File: config.mk
export PLATFORM = sky130hd
export DESIGN_NAME = snn_core_param
export DESIGN_NICKNAME = d
export VERILOG_FILES = /design/src/rtl/snn_pkg.sv /design/src/rtl/snn_mac_sat.sv /design/src/rtl/snn_core_param.sv
export SDC_FILE = /design/constraint.sdc
export NUM_CORES = 1
export LEC_CHECK = 0
export BUFFER_PORTS_ARGS = -buffer_cell sky130_fd_sc_hd__buf_4
export CORE_MARGIN = 4
export CORE_UTILIZATION = 35
export CTS_BUF_LIST = sky130_fd_sc_hd__clkbuf_8
export CTS_CLUSTER_SIZE = 12
export DETAILED_ROUTE_END_ITERATION = 7
export RECOVER_POWER = 50
export SYNTH_ARGS = -nofsm -noshare
export SYNTH_HDL_FRONTEND = slang
export SYNTH_SLANG_ARGS = --single-unit
File: constraint.sdc
create_clock -name clk -period 10 [get_ports clk]
set_input_delay 0 -clock clk [delete_from_list [all_inputs] [get_ports clk]]
set_output_delay 0 -clock clk [all_outputs]
set_load 0.01 [all_outputs]
File: src/rtl/snn_pkg.sv
// Shared definitions for the parametrised two-layer SNN inference core:
// FSM encoding, fixed-point constants and accumulator saturation.
package snn_pkg;

    typedef enum logic [3:0] {
        IDLE,
        H_MAC,
        H_DRAIN,
        H_SAT,
        H_LUT,
        H_WR,
        O_MAC,
        O_DRAIN,
        O_SAT,
        O_LUT,
        O_WR,
        DONE
    } state_t;

    localparam int         LUT_OFFSET = 1024;
    localparam int         Q17_HI     = 17;
    localparam int         Q_LO       = 7;
    localparam logic [7:0] INPUT_ONE  = 8'h7F;
    localparam int         SAT_W      = 64;

    // The accumulator arrives sign-extended to SAT_W bits, so testing the bits
    // above Q17_HI against the sign is the same as testing acc[ACC_W-2:17].
    function automatic logic [10:0] saturate(input logic signed [SAT_W-1:0] acc);
        logic [10:0] r;
        if (!acc[SAT_W-1] && (acc[SAT_W-2:Q17_HI] != '0))
            r = 11'h3FF;
        else if (acc[SAT_W-1] && (acc[SAT_W-2:Q17_HI] != '1))
            r = 11'h400;
        else
            r = acc[Q17_HI:Q_LO];
        return r;
    endfunction

endpackage

File: src/rtl/snn_mac_sat.sv
// Signed 8x8 multiply-accumulate with one-cycle-delayed accumulate enable
// (matching the 1-cycle memory latency) and an 11-bit saturated rect register.
module snn_mac_sat
    import snn_pkg::*;
#(
    parameter int ACC_W = 26
) (
    input  logic        clk,
    input  logic        rst_n,
    input  logic        clr,
    input  logic        issue,
    input  logic        sat_load,
    input  logic [7:0]  op_a,
    input  logic [7:0]  op_b,
    output logic [10:0] rect
);

    logic signed [ACC_W-1:0] acc;
    logic signed [15:0]      prod;
    logic                    vld_d;

    assign prod = $signed(op_a) * $signed(op_b);

    always_ff @(posedge clk or negedge rst_n) begin
        if (!rst_n) begin
            acc   <= '0;
            vld_d <= 1'b0;
            rect  <= '0;
        end else begin
            vld_d <= issue;
            if (clr)
                acc <= '0;
            else if (vld_d)
                acc <= acc + ACC_W'(prod);
            if (sat_load)
                rect <= saturate(SAT_W'(acc));
        end
    end

endmodule

File: src/rtl/snn_core_param.sv
// Parametrised N_IN-N_HID-N_OUT fully-connected inference engine with on-the-fly argmax.
// Optional macro SNN_SCORE_OUT_EN adds the per-class activation output 'score'.
module snn_core_param
    import snn_pkg::*;
#(
    parameter int N_IN   = 784,
    parameter int N_HID  = 32,
    parameter int N_OUT  = 10,
    parameter int ACC_W  = 26,
    parameter int IN_AW  = $clog2(N_IN),
    parameter int HID_AW = $clog2(N_HID),
    parameter int OUT_AW = $clog2(N_OUT)
) (
    input  logic                     clk,
    input  logic                     rst_n,
    input  logic                     start,
    input  logic                     q_in,
    output logic [IN_AW-1:0]         addr_in_unit,
    output logic [HID_AW+IN_AW-1:0]  hw_addr,
    input  logic [7:0]               hw_q,
    output logic [OUT_AW+HID_AW-1:0] ow_addr,
    input  logic [7:0]               ow_q,
    output logic [10:0]              lut_addr,
    input  logic [7:0]               lut_q,
    output logic                     busy,
    output logic                     done,
`ifdef SNN_SCORE_OUT_EN
    output logic [8*N_OUT-1:0]       score,
`endif
    output logic [OUT_AW-1:0]        digit
);

    localparam logic [IN_AW-1:0]  IN_LAST  = IN_AW'(N_IN - 1);
    localparam logic [HID_AW-1:0] HID_LAST = HID_AW'(N_HID - 1);
    localparam logic [OUT_AW-1:0] OUT_LAST = OUT_AW'(N_OUT - 1);

    state_t state, state_nx;

    logic [IN_AW-1:0]  in_idx;
    logic [HID_AW-1:0] hid_idx;
    logic [OUT_AW-1:0] out_idx;
    logic [7:0]        hidden [N_HID];
    logic [7:0]        hid_q;
    logic [7:0]        max_val;
    logic [OUT_AW-1:0] digit_r;
    logic              done_r;

    logic              issue, clr, sat_load, lut_sel, out_layer;
    logic [7:0]        op_a, op_b;
    logic [10:0]       rect;

    always_ff @(posedge clk or negedge rst_n) begin
        if (!rst_n)
            state <= IDLE;
        else
            state <= state_nx;
    end

    always_comb begin
        state_nx = state;
        issue    = 1'b0;
        clr      = 1'b0;
        sat_load = 1'b0;
        lut_sel  = 1'b0;
        case (state)
            IDLE: begin
                clr = 1'b1;
                if (start) state_nx = H_MAC;
            end
            H_MAC: begin
                issue = 1'b1;
                if (in_idx == IN_LAST) state_nx = H_DRAIN;
            end
            H_DRAIN: state_nx = H_SAT;
            H_SAT: begin
                sat_load = 1'b1;
                state_nx = H_LUT;
            end
            H_LUT: begin
                lut_sel  = 1'b1;
                state_nx = H_WR;
            end
            H_WR: begin
                clr      = 1'b1;
                state_nx = (hid_idx == HID_LAST) ? O_MAC : H_MAC;
            end
            O_MAC: begin
                issue = 1'b1;
                if (hid_idx == HID_LAST) state_nx = O_DRAIN;
            end
            O_DRAIN: state_nx = O_SAT;
            O_SAT: begin
                sat_load = 1'b1;
                state_nx = O_LUT;
            end
            O_LUT: begin
                lut_sel  = 1'b1;
                state_nx = O_WR;
            end
            O_WR: begin
                clr      = 1'b1;
                state_nx = (out_idx == OUT_LAST) ? DONE : O_MAC;
            end
            DONE:    state_nx = IDLE;
            default: state_nx = IDLE;
        endcase
    end

    // hid_idx is the unit index in the hidden layer and the term index in the output layer.
    always_ff @(posedge clk or negedge rst_n) begin
        if (!rst_n) begin
            in_idx  <= '0;
            hid_idx <= '0;
            out_idx <= '0;
            hid_q   <= '0;
            max_val <= '0;
            digit_r <= '0;
            done_r  <= 1'b0;
            for (int i = 0; i < N_HID; i++) hidden[i] <= '0;
        end else begin
            done_r <= (state == DONE);
            case (state)
                IDLE: begin
                    if (start) begin
                        in_idx  <= '0;
                        hid_idx <= '0;
                        out_idx <= '0;
                        max_val <= '0;
                        digit_r <= '0;
                    end
                end
                H_MAC: in_idx <= (in_idx == IN_LAST) ? '0 : in_idx + 1'b1;
                H_WR: begin
                    hidden[hid_idx] <= lut_q;
                    hid_idx         <= (hid_idx == HID_LAST) ? '0 : hid_idx + 1'b1;
                end
                O_MAC: begin
                    hid_q   <= hidden[hid_idx];
                    hid_idx <= (hid_idx == HID_LAST) ? '0 : hid_idx + 1'b1;
                end
                O_WR: begin
                    if (lut_q > max_val) begin
                        max_val <= lut_q;
                        digit_r <= out_idx;
                    end
                    out_idx <= (out_idx == OUT_LAST) ? '0 : out_idx + 1'b1;
                end
                default: ;
            endcase
        end
    end

    assign out_layer = (state == O_MAC) || (state == O_DRAIN);
    assign op_a      = out_layer ? hid_q : (q_in ? INPUT_ONE : 8'h00);
    assign op_b      = out_layer ? ow_q : hw_q;

    snn_mac_sat #(.ACC_W(ACC_W)) u_mac (
        .clk      (clk),
        .rst_n    (rst_n),
        .clr      (clr),
        .issue    (issue),
        .sat_load (sat_load),
        .op_a     (op_a),
        .op_b     (op_b),
        .rect     (rect)
    );

`ifdef SNN_SCORE_OUT_EN
    logic [8*N_OUT-1:0] score_r;

    always_ff @(posedge clk or negedge rst_n) begin
        if (!rst_n)
            score_r <= '0;
        else if ((state == IDLE) && start)
            score_r <= '0;
        else if (state == O_WR)
            score_r[8*out_idx +: 8] <= lut_q;
    end

    assign score = score_r;
`endif

    // Adding LUT_OFFSET maps the signed rect range onto the unsigned LUT index.
    assign lut_addr     = lut_sel ? (rect + 11'(LUT_OFFSET)) : '0;
    assign addr_in_unit = in_idx;
    assign hw_addr      = {hid_idx, in_idx};
    assign ow_addr      = {out_idx, hid_idx};
    assign busy         = (state != IDLE);
    assign done         = done_r;
    assign digit        = digit_r;

endmodule

Yosys cells after proc, flatten, opt, wreduce, memory -nomap -nowiden:

Index checks and enable logic that the tools add are counted.

* register bits: 338
* input bits: 28
* output and inout bits: 51
* word-level logic and storage cells: 132

* $add $sub $neg: 5
* multipliers: 1
* $lt $le $gt $ge: 3
* equal/unequal tests: 19
* multiplexer cells: 38
* bitwise gates (word level): 1
* reductions and logical operators: 22

Operators by type and width (count)
* $bwmux 256: 1
* $mux 8: 7
* $mux 26: 2
* $ne 46x46->1 const B: 1
* $reduce_bool 46->1: 1
* $pmux 4 s11: 1
* $bmux 8 s5: 1
* $demux 8 s5: 1
* $mux 11: 3
* $mux 4: 7
* $add 26x16->26: 1
* $eq 4x4->1 const B: 5
* $mux 10: 2
* $pmux 10 s2: 1
* $eq 4x3->1 const B: 4
* $mul 8x8->16: 1
* $pmux 4 s2: 2
* $pmux 8 s2: 1
* $add 11x11->11 const B: 1
* $add 10x1->10 const B: 1
* $eq 10x10->1 const B: 1
* $mux 5: 2
* $pmux 5 s2: 1
* $eq 4x2->1 const B: 2
* 22 further kinds: 39

Logic depth before layout (Yosys ltp):

Gate-level depths: netlist of the first run.

* depth in word-level cells: 7
* gate-level depth with buffers: 26
* depth with buffers taken out: 23

By module:

Synthesis of the first run repeated with hierarchy kept, for this count alone.

* cell total of the unflattened synthesis: 1729
* area, all modules: 20578.5 µm²

By module, submodules not included
* snn_core_param: instances 1, cells each 1135, area each 14620.3 µm², sequential area each 7507.2 µm²
* snn_mac_sat: instances 1, cells each 594, area each 5958.2 µm², sequential area each 950.9 µm²

Worst setup path after synthesis of the first run:

OpenSTA, ideal clock, no wires.

* path type: reg2reg
* from: reg state[3]
* to: reg u_mac.acc[23]
* library setup time: 65 ps
* arrival time: 6156 ps
* required time: 9935 ps
* path slack: 3779 ps
* stages on the path, launching flop included: 21
* path buffers: 3
* period minus slack after synthesis: 6221 ps
* cells stage by stage: dfrtp_1 -> buf_2 -> nor2_1 -> buf_2 -> buf_4 -> and3_1 -> inv_1 -> fa_1 -> inv_1 -> fa_1 -> fa_1 -> fa_1 -> fa_1 -> ha_1 -> o211ai_1 -> o21bai_2 -> o2111ai_2 -> a21boi_1 -> o211ai_1 -> a211o_1 -> nand2_1

* longest elaborated chain between the ends: 7
* elaborated cells between the ends (all ways): 15
* classes of those cells: add/sub (1); mul (1); eq/ne (4); mux (5); reduce/logical (4)

Ends and longest elaborated chain
* from (decl): line snn_core_param.sv:37 `state_t state, state_nx;`
* from (signal assigned): line snn_core_param.sv:56 `state <= state_nx;`
* $eq 4x3->1: line snn_core_param.sv:153 `assign out_layer = (state == O_MAC) || (state == O_DRAIN);`
* $logic_or 1x1->1: line snn_core_param.sv:153
* $mux 8, on equally long branches: line snn_core_param.sv:154, snn_core_param.sv:155
* $mul 8x8->16: line snn_mac_sat.sv:22 `assign prod = $signed(op_a) * $signed(op_b);`
* $add 26x16->26: line snn_mac_sat.sv:34 `acc <= acc + ACC_W'(prod);`
* $mux 26: line snn_mac_sat.sv:33 `else if (vld_d)`
* $mux 26: line snn_mac_sat.sv:31 `if (clr)`
* to (signal assigned): line snn_mac_sat.sv:34
* to (decl): line snn_mac_sat.sv:18 `logic signed [ACC_W-1:0] acc;`

Several ways; a longest one is shown, not always the timed one. The select of a mux whose other input is x is not followed.
A chain may end at the register's enable or synchronous reset.

Final worst setup path of the first run:

* from: reg state[1]
* to: reg u_mac.acc[23]

Same word-level chain as after synthesis.

==> flow_summary_export.csv, run 1 <==
group,metric,value,unit
sta,post-route-period-util,68.0,%
sta,fmax,147,MHz
placed_design,dp.cells,2424,
sta,rsz0062_at_grt,"no",
pwr,p_seq_share,33.2,%
synthesis,yosysWarnings,0,
synthesis,synth_ff_type,"dfrtp_1",
detailed_routing,drt_pass1_iterations,5,
clocking,numCtsBuffers,57,
detailed_routing,drt-initial-drc-count,835,
sta,layout_min_cycle_time,6800,ps
detailed_routing,drc,0,
clocking,clkSlewWorstSetupHoldPaths,70,ps
clocking,htree_levels,2,
clocking,cts-root-buf,"clkbuf_8",
pwr,power.internal,3.07,mW
sta,finalSetupViolations,0,
clocking,clock_latency,640,ps
synthesis,syn_inst,1658,
floorplan,fp.coreArea,57800,um2
synthesis,async_reset_ff_share,100,%
sta,worst_pin_slew,6850,ps
clocking,cts_tree,"yes",
cells_and_area,syn2layout_area_growth,11.5,%
global_route,grt_max_degree,153,
cells_and_area,drive_above_1_share,15.8,%
clocking,clockBufferDepth,3,
worst_setup_path,worst_ep_arrival_time,7370,ps
synthesis,postSynthAreaPerCell,12.4,um2
clocking,clkSinkCount,338,
global_route,grt.total_usage,15.7,%
synthesis,synth_area,20500,um2
detailed_routing,vias,13000,
global_route,grt_pass1_wl,79.5,mm
detailed_routing,wl_per_cell,19.2,um
floorplan,fp.dieArea,62500,um2
detailed_routing,met2_length,24.0,mm
detailed_routing,drt-vias-per-instance,5.11,
worst_setup_path,critPathRequiredTime,10570,ps
floorplan,rows,88,
worst_setup_path,worstPathMaxFanout,30,
cells_and_area,fin_cells,2541,
pwr,ir_drop,0.155,mV
pwr,p_switching,1.75,mW
worst_setup_path,critPathCaptureType,"register",
detailed_routing,wirelength,48.8,mm
synthesis,synth_cell_type_count,66,
floorplan,die_h,250,um
clocking,postCtsResizedCells,0,
hold_path,hp-class,"input pin to register",
placed_design,routabilityCongestion,0.858,
synthesis,seq_area_frac_synth,41.2,%
global_route,grt_pass1_vias,14100,
worst_setup_path,crit_type,"register to register",
synthesis,ys_ff_latch,338,
sta,totalNegativeSetupSlack,0,ps
cells_and_area,nets,1943,
global_route,antenna_found_initial,0,
flow_run,drv_cap,2,
detailed_routing,wl_met3,1.74,mm
floorplan,initial_core_util,35.5,%
placed_design,io_buffers,78,
pwr,p_leak,10.7,nW
floorplan,ios,79,
sta,finalClockSkew,35.7,ps
pwr,power.density,211,nW/um2
run_status,violations,"max-capacitance violations, max-slew violations",
detailed_routing,top_layer,"met4",
placed_design,place_hpwl,34.0,mm
pwr,p_sw_share,36.3,%
cells_and_area,num_antenna_cells,0,
synthesis,syn_nets,1872,
sta,slew_headroom,-357,%
synthesis,synth_edf_count,0,
cells_and_area,n_fill_cell,5531,
detailed_routing,drt-met1-wl,22.0,mm
run_status,status,"complete, but fails checks",
sta,drv_slew,190,
floorplan,dieWidth,250,um
pwr,combPwrFrac,40.3,%
pwr,clkPwrFrac,26.5,%
worst_setup_path,crit_path_start_kind,"register",
global_route,grt-ovfl-total,0,
detailed_routing,detail-route-antenna-nets,0,
sta,final_hold_viol_count,0,
## critical path, stage by stage, from the launching register on
cell       delay, ps
dfrtp_1          730
nand2_1          210
nor2_2           120
buf_4            330
nor2b_1          260
a21oi_1          500
nand2b_1         160
fa_1             530
fa_1             550
inv_1             60
fa_1             500
fa_1             580
fa_1             430
ha_1             380
o211ai_1         130
o21bai_2         250
o2111ai_2        170
a21boi_1         290
o211ai_1         150
a211o_1          310
nand2_1           60
## cells in the mapped netlist (20+ instances only)
master | count | area (um2)
buf_4 | 21 | 158
inv_1 | 120 | 450
a21oi_1 | 36 | 180
clkbuf_1 | 37 | 139
and2_1 | 20 | 125
o21ai_0 | 88 | 440
fa_1 | 112 | 2240
mux4_2 | 64 | 1440
mux2i_1 | 29 | 290
dfrtp_1 | 338 | 8460
buf_2 | 23 | 115
mux2_1 | 217 | 2440
nand2_4 | 32 | 360
nor2_1 | 97 | 364
ha_1 | 74 | 926
nand2_1 | 107 | 402
## state kept, by name, summed over array words and instances, names as in the netlist
name and cells:
u_mac.rect 11, done 1, addr_in_unit 10, hid_idx 5, max_val 8, hidden 256
u_mac.vld_d 1, out_idx 4, u_mac.acc 26, hid_q 8, digit 4, state 4
## area by class of cell
class | count | area [um2] | area share (%)
Multi-Input combinational cell | 1109 | 11100 | 48.6
Clock inverter | 37 | 249 | 1.09
Tap cell | 765 | 957 | 4.18
Timing Repair Buffer | 103 | 679 | 2.97
Inverter | 120 | 450 | 1.97
Sequential cell | 338 | 8460 | 37.0
Clock buffer | 69 | 950 | 4.15
## routing by layer
layer | GRT usage, % | vias up
met5 | 0 | -
met4 | 4.42 | 0
met3 | 2.55 | 62
met2 | 26.3 | 221
met1 | 21.3 | 6761
li1 | - | 5948
## kinds of logic (layout without fill, tap and decap cells)
group | Yosys count | after routing | share of synthesized area [%]
adders and majority gates | 186 | 186 | 15.4
buffers and inverters | 211 | 329 | 4.61
AOI/OAI and AO/OA | 224 | 224 | 6.97
muxes | 329 | 329 | 21.6
xor gates and xnor gates | 24 | 24 | 1.09
and+or+nand+nor | 346 | 346 | 9.02
DFF | 338 | 338 | 41.2
## power by group through the flow
stage | combinational, mW | sequential (mW) | clock [mW]
detailed placement | 1.95 | 1.63 | 0
CTS | 1.97 | 1.61 | 1.32
global placement | 1.89 | 1.63 | 0
floorplan | 1.52 | 1.58 | 0
finish | 1.95 | 1.60 | 1.28
global route | 2.24 | 1.62 | 1.38
## final timing paths
| kind | startpoint | endpoint | slack, ps | cells past startpoint |
|---|---|---|---|---|
| max in group asynchronous | rst_n | u_mac.acc[14]$_DFFE_PN0P_ | 3270 | 3 |
| hold reg to reg | u_mac.rect[6]$_DFFE_PN0P_ | u_mac.rect[6]$_DFFE_PN0P_ | 470 | 2 |
| min in group asynchronous | rst_n | hidden[177]$_DFFE_PN0P_ | 2430 | 2 |
| setup reg to reg | state[1]$_DFFE_PN0P_ | u_mac.acc[23]$_DFFE_PN0P_ | 3200 | 20 |
| hold / removal | hw_q[0] | u_mac.acc[0]$_DFFE_PN0P_ | 160 | 6 |
| setup / recovery | state[1]$_DFFE_PN0P_ | u_mac.acc[23]$_DFFE_PN0P_ | 3200 | 20 |
## through the flow
step	setup WS [ps]	util, %	hold WS (ps)	cell area [um2]	power, mW
after global placement	3400	37.6	167	21700	3.51
after floorplan	3780	-	-296	20500	3.10
final	3200	39.6	159	22900	4.82
after detailed placement	3290	37.6	188	21700	3.58
after global routing	1820	39.6	190	22900	5.24
after CTS	3220	39.8	76.3	23000	4.89
## cell usage in the layout, fill, tap and decap left out, drive strengths merged, types with 10 or more instances in the layout
cell type,Yosys,layout
fa,112,112
clkinv,0,10
nand3,18,18
and3,13,13
mux4,64,64
ha,74,74
a21oi,36,36
nand2b,12,12
a22o,18,18
a31oi,15,15
mux2i,29,29
buf,53,56
inv,120,141
clkbuf,38,105
nor2,97,97
xnor2,17,17
o21ai,89,89
nand2,139,139
and2,20,20
mux2,236,236
dlygate4sd3,0,11
a221oi,17,17
a21o,11,11
dfrtp,338,338
## timing repair
action                                 CTS  global route
hold buffers                            11             0
setup buffers                            0             0
endpoints found under the hold margin  408             0
No activity file was read; power rests on OpenSTA's default activity.
==> run 2, diff against run 1 <==
- ABC_AREA: default -> 1
- clock period: 10 -> 6.1 ns (I/O delays scaled with it)
==> run 2 against run 1 <==
Compared with the run above:
- the flow still finishes with violations (max-capacitance violations, max-slew violations)
- fmax up 20%
- core utilization up 0.23 points
- combinational power up 73%
- non-clock buffer count up 26
- clock power up 64%
==> flow_summary_export.csv, run 2 <==
group,metric,value,unit
run_status,status,"complete, but fails checks",
run_status,violations,"max-capacitance violations, max-slew violations",
detailed_routing,vias,17500,
worst_setup_path,worstPathMaxFanout,17,
synthesis,syn_nets,2847,
sta,fmax,176,MHz
worst_setup_path,worst_path_largest_cell_delay,690,ps
sta,final_hold_viol_count,0,
detailed_routing,wl_per_cell,16.2,um
cells_and_area,layout_common_cells,"706 x nand2_1, 418 x o21ai_0, 336 x dfrtp_1",
global_route,grt_pass1_wl,93.0,mm
detailed_routing,drt_pass1_iterations,5,
detailed_routing,detail-route-antenna-nets,0,
placed_design,place_area,21900,um2
clocking,cts-root-buf,"clkbuf_8",
sta,drv_slew,342,
clocking,clkSlewWorstSetupHoldPaths,60,ps
synthesis,postSynthAreaPerCell,7.87,um2
clocking,htree_levels,2,
synthesis,synth_top_area_share,40.8,%
placed_design,dp.cells,3375,
synthesis,synthTopCellsByCount,"706 x nand2_1, 421 x o21ai_0, 338 x dfrtp_1",
pwr,ir_drop,0.242,mV
global_route,grt.total_usage,17.9,%
pwr,total_power,8.00,mW
detailed_routing,top_layer,"met4",
cells_and_area,top_register,"hidden",
global_route,grt-ovfl-total,0,
cells_and_area,design_area,23100,um2
worst_setup_path,worst_ep_arrival_time,6220,ps
placed_design,io_buffers,78,
flow_run,drv_cap,4,
global_route,grt_max_degree,131,
synthesis,synth_edf_count,0,
floorplan,fp.coreArea,58100,um2
synthesis,yosysWarnings,0,
detailed_routing,drt-met1-wl,26.0,mm
cells_and_area,reg_top3,"hidden x256, u_mac.acc x26, u_mac.rect x11",
clocking,clkSinkCount,338,
placed_design,routabilityCongestion,0.915,
floorplan,fp.dieArea,63200,um2
cells_and_area,nets,2902,
worst_setup_path,critPathCaptureType,"register",
sta,finalClockSkew,55.7,ps
global_route,antenna_found_initial,0,
pwr,p_leak,12.0,nW
hold_path,hp-class,"input pin to register",
synthesis,synth_cell_type_count,39,
cells_and_area,n_fill_cell,6086,
floorplan,die_h,251,um
placed_design,dpl_worst_slack,93.8,ps
worst_setup_path,slowest_stage,"fa_2",
floorplan,initial_core_util,35.7,%
sta,slew_headroom,-222,%
detailed_routing,wirelength,56.6,mm
floorplan,dieWidth,251,um
sta,layout_min_cycle_time,5680,ps
detailed_routing,drt-vias-per-instance,5.01,
sta,post-route-period-util,93.2,%
sta,rsz0062_at_grt,"no",
clocking,clockBufferDepth,3,
synthesis,synth_area,20700,um2
synthesis,synth_ff_type,"dfrtp_1",
worst_setup_path,crit_path_cell_trace,"inv_1, nand2_2, inv_2, nand2_8, nor2_1, nand2_1, fa_1, fa_2, clkinvlp_4, buf_4, fa_1, inv_1, fa_1, inv_1, ha_1, ha_1, nand2_1, nor3_2, nand3_1, nand3_1, nand2_1, nand3_1, nand2_1",
sta,fin_ws,417,ps
detailed_routing,drt-initial-drc-count,1276,
detailed_routing,drc,0,
clocking,clock_latency,680,ps
cells_and_area,final_common_cell,"nand2_1",
synthesis,ys_ff_latch,338,
synthesis,syn_inst,2633,
global_route,grt_pass1_vias,17500,
worst_setup_path,critPathMostFrequentCell,"nand2_1",
detailed_routing,wl_met3,3.08,mm
pwr,power.density,346,nW/um2
detailed_routing,met2_length,26.2,mm
cells_and_area,syn2layout_area_growth,11.6,%
synthesis,ys_top_cells_by_area,"dfrtp_1 41%, nand2_1 13%, fa_1 11%, o21ai_0 10%, nor2_1 6.0%",
synthesis,synth_top_area_cell,"dfrtp_1",
placed_design,place_hpwl,39.1,mm
sta,finalSetupViolations,0,
worst_setup_path,critPathRequiredTime,6630,ps
synthesis,async_reset_ff_share,100,%
clocking,numCtsBuffers,58,
cells_and_area,drive_above_1_share,7.22,%
cells_and_area,num_antenna_cells,0,
clocking,cts_tree,"yes",
worst_setup_path,crit_path_start_kind,"register",
floorplan,rows,88,
floorplan,ios,79,
sta,worst_pin_slew,4830,ps
synthesis,synthMostInstantiatedCell,"nand2_1",
sta,totalNegativeSetupSlack,0,ps
worst_setup_path,crit_type,"register to register",
synthesis,seq_area_frac_synth,40.8,%
cells_and_area,largest_register_ffs,256,
cells_and_area,fin_cells,3495,
run 2: changes by cell type in the layout (fill, tap and decap cells not counted), sizes merged, moves of 29 or more:
| cell | change |
|---|---|
| o21ai | +340 |
| mux4 | -64 |
| inv | +156 |
| mux2 | -235 |
| nand2 | +573 |
| nor2 | +240 |
| nand3 | +56 |
| mux2i | -29 |
run 2: layer usage:
metal  global-route usage [%]  up-vias
li1                         -     8443
met1                     24.9     8495
met2                     29.5      469
met3                     2.60      101
met4                     4.55        0
met5                        0        -
run 2: worst paths after layout:
| kind | startpoint | end | slack (ps) | depth (start not counted) |
|---|---|---|---|---|
| worst min register to register | hidden[70]$_DFFE_PN0P_ | hidden[70]$_DFFE_PN0P_ | 480 | 2 |
| worst min-delay path | lut_q[0] | hidden[240]$_DFFE_PN0P_ | 140 | 4 |
| worst max register to register | state[3]$_DFFE_PN0P_ | u_mac.acc[24]$_DFFE_PN0P_ | 420 | 23 |
| worst max-delay path | state[3]$_DFFE_PN0P_ | u_mac.acc[24]$_DFFE_PN0P_ | 420 | 23 |
| min in group asynchronous | rst_n | hidden[141]$_DFFE_PN0P_ | 1570 | 4 |
| max in group asynchronous | rst_n | hidden[186]$_DFFE_PN0P_ | 1030 | 4 |
run 2: kinds of logic after synthesis:
group	count (synthesis)	share of synthesized area (%)
fa+ha+maj	186	15.3
buf+inv	411	8.21
mux	1	0.0543
compound gates	522	12.9
xor+xnor	17	0.718
simple gates	1158	22.0
flops	338	40.8
run 2: stage by stage:
stage                     hold slack [ps]  utilization [%]
after floorplan                      -296                -
after global placement               58.5             37.7
after detailed placement             61.4             37.7
after CTS                            87.5             40.0
after global routing                  118             39.8
final                                 138             39.8
run 2: area by class of cell:
cell class	instances	area [um2]	area share (%)
Clock inverter	27	150	0.649
Clock buffer	75	1030	4.46
Tap cell	765	957	4.14
Sequential cell	338	8460	36.6
Timing Repair Buffer	129	883	3.82
Inverter	277	1050	4.54
Multi-Input combinational cell	1884	10600	45.8
run 2: power by group:
part / switching [mW] / internal, mW / leakage, nW
clock network: 0.957 / 1.14 / 0.692
registers: 0.149 / 2.37 / 3.22
logic: 2.13 / 1.25 / 8.05
run 2: what timing repair did:
item                                    4_1_cts  5_1_grt
endpoints found under the setup margin        0       18
hold endpoints to repair                    246        0
resized for setup                             0       11
hold buffers                                 12        0
setup buffers                                 0        6
run 2: critical path: cells and delay by family (launching register included):
family	cells	cell delay (ps)
fa+ha+maj	6	2910
simple gates	11	1650
buf+inv	6	650
flops	1	370
==> run 3, diff against run 2 <==
- CORE_ASPECT_RATIO: default -> 1.1
- RECOVER_POWER: 50 -> 25
==> run 3 against run 2 <==
Compared with the run above:
- combinational power about the same
- the run still ends with max-capacitance violations, max-slew violations left
- wire length rose by 2.5%
- critical path type unchanged
- critical path depth is 3 higher
- power up 2.6%
- non-clock buffer count unchanged
- global-route usage is 0.47 points higher
- final cell count did not move
==> flow_summary_export.csv, run 3 (synthesis gave the netlist of run 2 again) <==
group,metric,value,unit
placed_design,io_buffers,78,
clocking,clkSlewWorstSetupHoldPaths,60,ps
pwr,p_leak,12.0,nW
worst_setup_path,worst_ep_arrival_time,6290,ps
clocking,htree_levels,2,
detailed_routing,wl_per_cell,16.6,um
flow_run,drv_cap,2,
cells_and_area,final_common_cell,"nand2_1",
worst_setup_path,worst_path_largest_cell_delay,550,ps
cells_and_area,reg_top3,"hidden x256, u_mac.acc x26, u_mac.rect x11",
detailed_routing,drt-initial-drc-count,1452,
floorplan,die_h,263,um
pwr,clkPwrFrac,27.7,%
cells_and_area,layout_common_cells,"706 x nand2_1, 418 x o21ai_0, 336 x dfrtp_1",
worst_setup_path,slowest_stage,"fa_1",
pwr,p_sw_share,40.0,%
cells_and_area,nets,2906,
worst_setup_path,crit_path_start_kind,"register",
global_route,grt.total_usage,18.3,%
global_route,antenna_found_initial,0,
sta,final_hold_viol_count,0,
run_status,violations,"max-capacitance violations, max-slew violations",
sta,totalNegativeSetupSlack,0,ps
pwr,combPwrFrac,41.6,%
floorplan,ios,79,
clocking,clkSinkCount,338,
clocking,cts_tree,"yes",
worst_setup_path,crit_type,"register to register",
cells_and_area,syn2layout_area_growth,12.2,%
hold_path,hp-class,"input pin to register",
worst_setup_path,critPathCaptureType,"register",
worst_setup_path,critPathRequiredTime,6650,ps
sta,finalClockSkew,40.6,ps
cells_and_area,design_area,23300,um2
placed_design,place_hpwl,39.4,mm
cells_and_area,fin_cells,3495,
detailed_routing,detail-route-antenna-nets,0,
floorplan,fp.coreArea,58600,um2
floorplan,rows,93,
placed_design,dp.cells,3371,
global_route,grt_pass1_wl,93.7,mm
sta,finalSetupViolations,0,
pwr,p_switching,3.28,mW
worst_setup_path,worstPathMaxFanout,18,
detailed_routing,drc,0,
clocking,numCtsBuffers,61,
sta,drv_slew,265,
sta,slew_headroom,-180,%
global_route,grt_pass1_vias,17200,
placed_design,place_area,21900,um2
sta,worst_pin_slew,4200,ps
pwr,p_seq_share,30.6,%
detailed_routing,drt_pass1_iterations,6,
sta,post-route-period-util,94.0,%
clocking,clockBufferDepth,3,
floorplan,initial_core_util,35.4,%
detailed_routing,wirelength,58.0,mm
floorplan,dieWidth,240,um
sta,fmax,174,MHz
run_status,status,"complete, but fails checks",
worst_setup_path,path_buf_inv,7,
detailed_routing,vias,17200,
cells_and_area,top_register,"hidden",
pwr,power.internal,4.92,mW
global_route,grt_max_degree,191,
pwr,ir_drop,0.234,mV
clocking,cts-root-buf,"clkbuf_8",
cells_and_area,drive_above_1_share,7.57,%
sta,layout_min_cycle_time,5730,ps
clocking,clock_latency,670,ps
sta,rsz0062_at_grt,"no",
floorplan,fp.dieArea,63200,um2
pwr,power.density,353,nW/um2
placed_design,routabilityCongestion,0.884,
worst_setup_path,cp_top_family,"adder cells",
detailed_routing,drt-vias-per-instance,4.93,
cells_and_area,largest_register_ffs,256,
global_route,grt-ovfl-total,0,
run 3: changes by cell type in the layout (fill, tap and decap cells not counted), sizes merged:
cell | before | now
inv | 297 | 293
buf | 82 | 85
bufinv | 1 | 4
clkbuf | 111 | 109
clkinv | 3 | 5
clkinvlp | 3 | 5
diode | 0 | 1
run 3: area by class of cell:
type	instances	area [um2]
clock inverter	29	253
timing repair buffer	129	882
antenna	1	2.50
fill	6104	35400
tap	760	951
inverter	277	1050
multi-input combinational	1884	10600
clock buffer	76	1050
sequential	338	8460
timing repair inverter	1	5.00
run 3: worst register-to-register path, cell delays in order, from the launching register on:
cell and delay, ps:
dfrtp_1 340, inv_1 80, nand2_2 120, inv_2 90
nand2_8 150, clkinvlp_2 220, nand2_1 160, o21ai_0 180
inv_1 200, nor2_1 110, fa_1 510, inv_1 50
fa_1 550, inv_1 60, fa_1 510, fa_1 510
ha_1 310, ha_1 370, nand2_1 90, inv_1 110
nand2_1 140, nor3_1 340, nand3_1 160, nand3_1 120
nand2_1 50, nand3_1 60, nand2_1 60
run 3: path summary, 6_finish.rpt:
kind / start / end / slack (ps) / depth (start not counted)
setup / recovery: state[3]$_DFFE_PN0P_ / u_mac.acc[23]$_DFFE_PN0P_ / 370 / 26
hold / removal: hw_q[0] / u_mac.acc[0]$_DFFE_PN0P_ / 160 / 8
setup reg to reg: state[3]$_DFFE_PN0P_ / u_mac.acc[23]$_DFFE_PN0P_ / 370 / 26
hold reg to reg: hidden[84]$_DFFE_PN0P_ / hidden[84]$_DFFE_PN0P_ / 480 / 2
max in group asynchronous: rst_n / hidden[143]$_DFFE_PN0P_ / 1160 / 4
min in group asynchronous: rst_n / u_mac.acc[15]$_DFFE_PN0P_ / 1190 / 4
run 3: what timing repair did:
item / CTS / global route
hold buffers: 12 / 0
resized for setup: 0 / 11
endpoints found under the setup margin: 0 / 17
hold endpoints to repair: 257 / 0
setup buffers: 0 / 5
run 3: stage by stage:
step | setup slack [ps] | utilization, % | total power, mW | hold WS (ps)
floorplan | 167 | - | 5.03 | -296
global placement | 118 | 37.4 | 5.91 | 48.8
detailed placement | 89.3 | 37.4 | 5.94 | 52.8
CTS | 65.4 | 39.8 | 8.30 | 97.4
global route | 9.14 | 39.6 | 8.98 | 166
finish | 365 | 39.7 | 8.20 | 159
run 3: power groups by stage:
stage          clock network (mW)  logic [mW]  registers [mW]
3_3_place_gp                    0        3.36            2.55
3_5_place_dp                    0        3.39            2.56
6_report                     2.28        3.41            2.51
2_1_floorplan                   0        2.54            2.48
4_1_cts                      2.35        3.44            2.52
5_1_grt                      2.46        3.99            2.53
run 3: metal layers:
layer  vias up  routed length (um)  GRT usage [%]
met5         -                   0              0
met4         0                1280           5.04
met3        76                3070           2.77
met2       431               27800           30.3
met1      8272               25800           25.1
li1       8440                   -              -
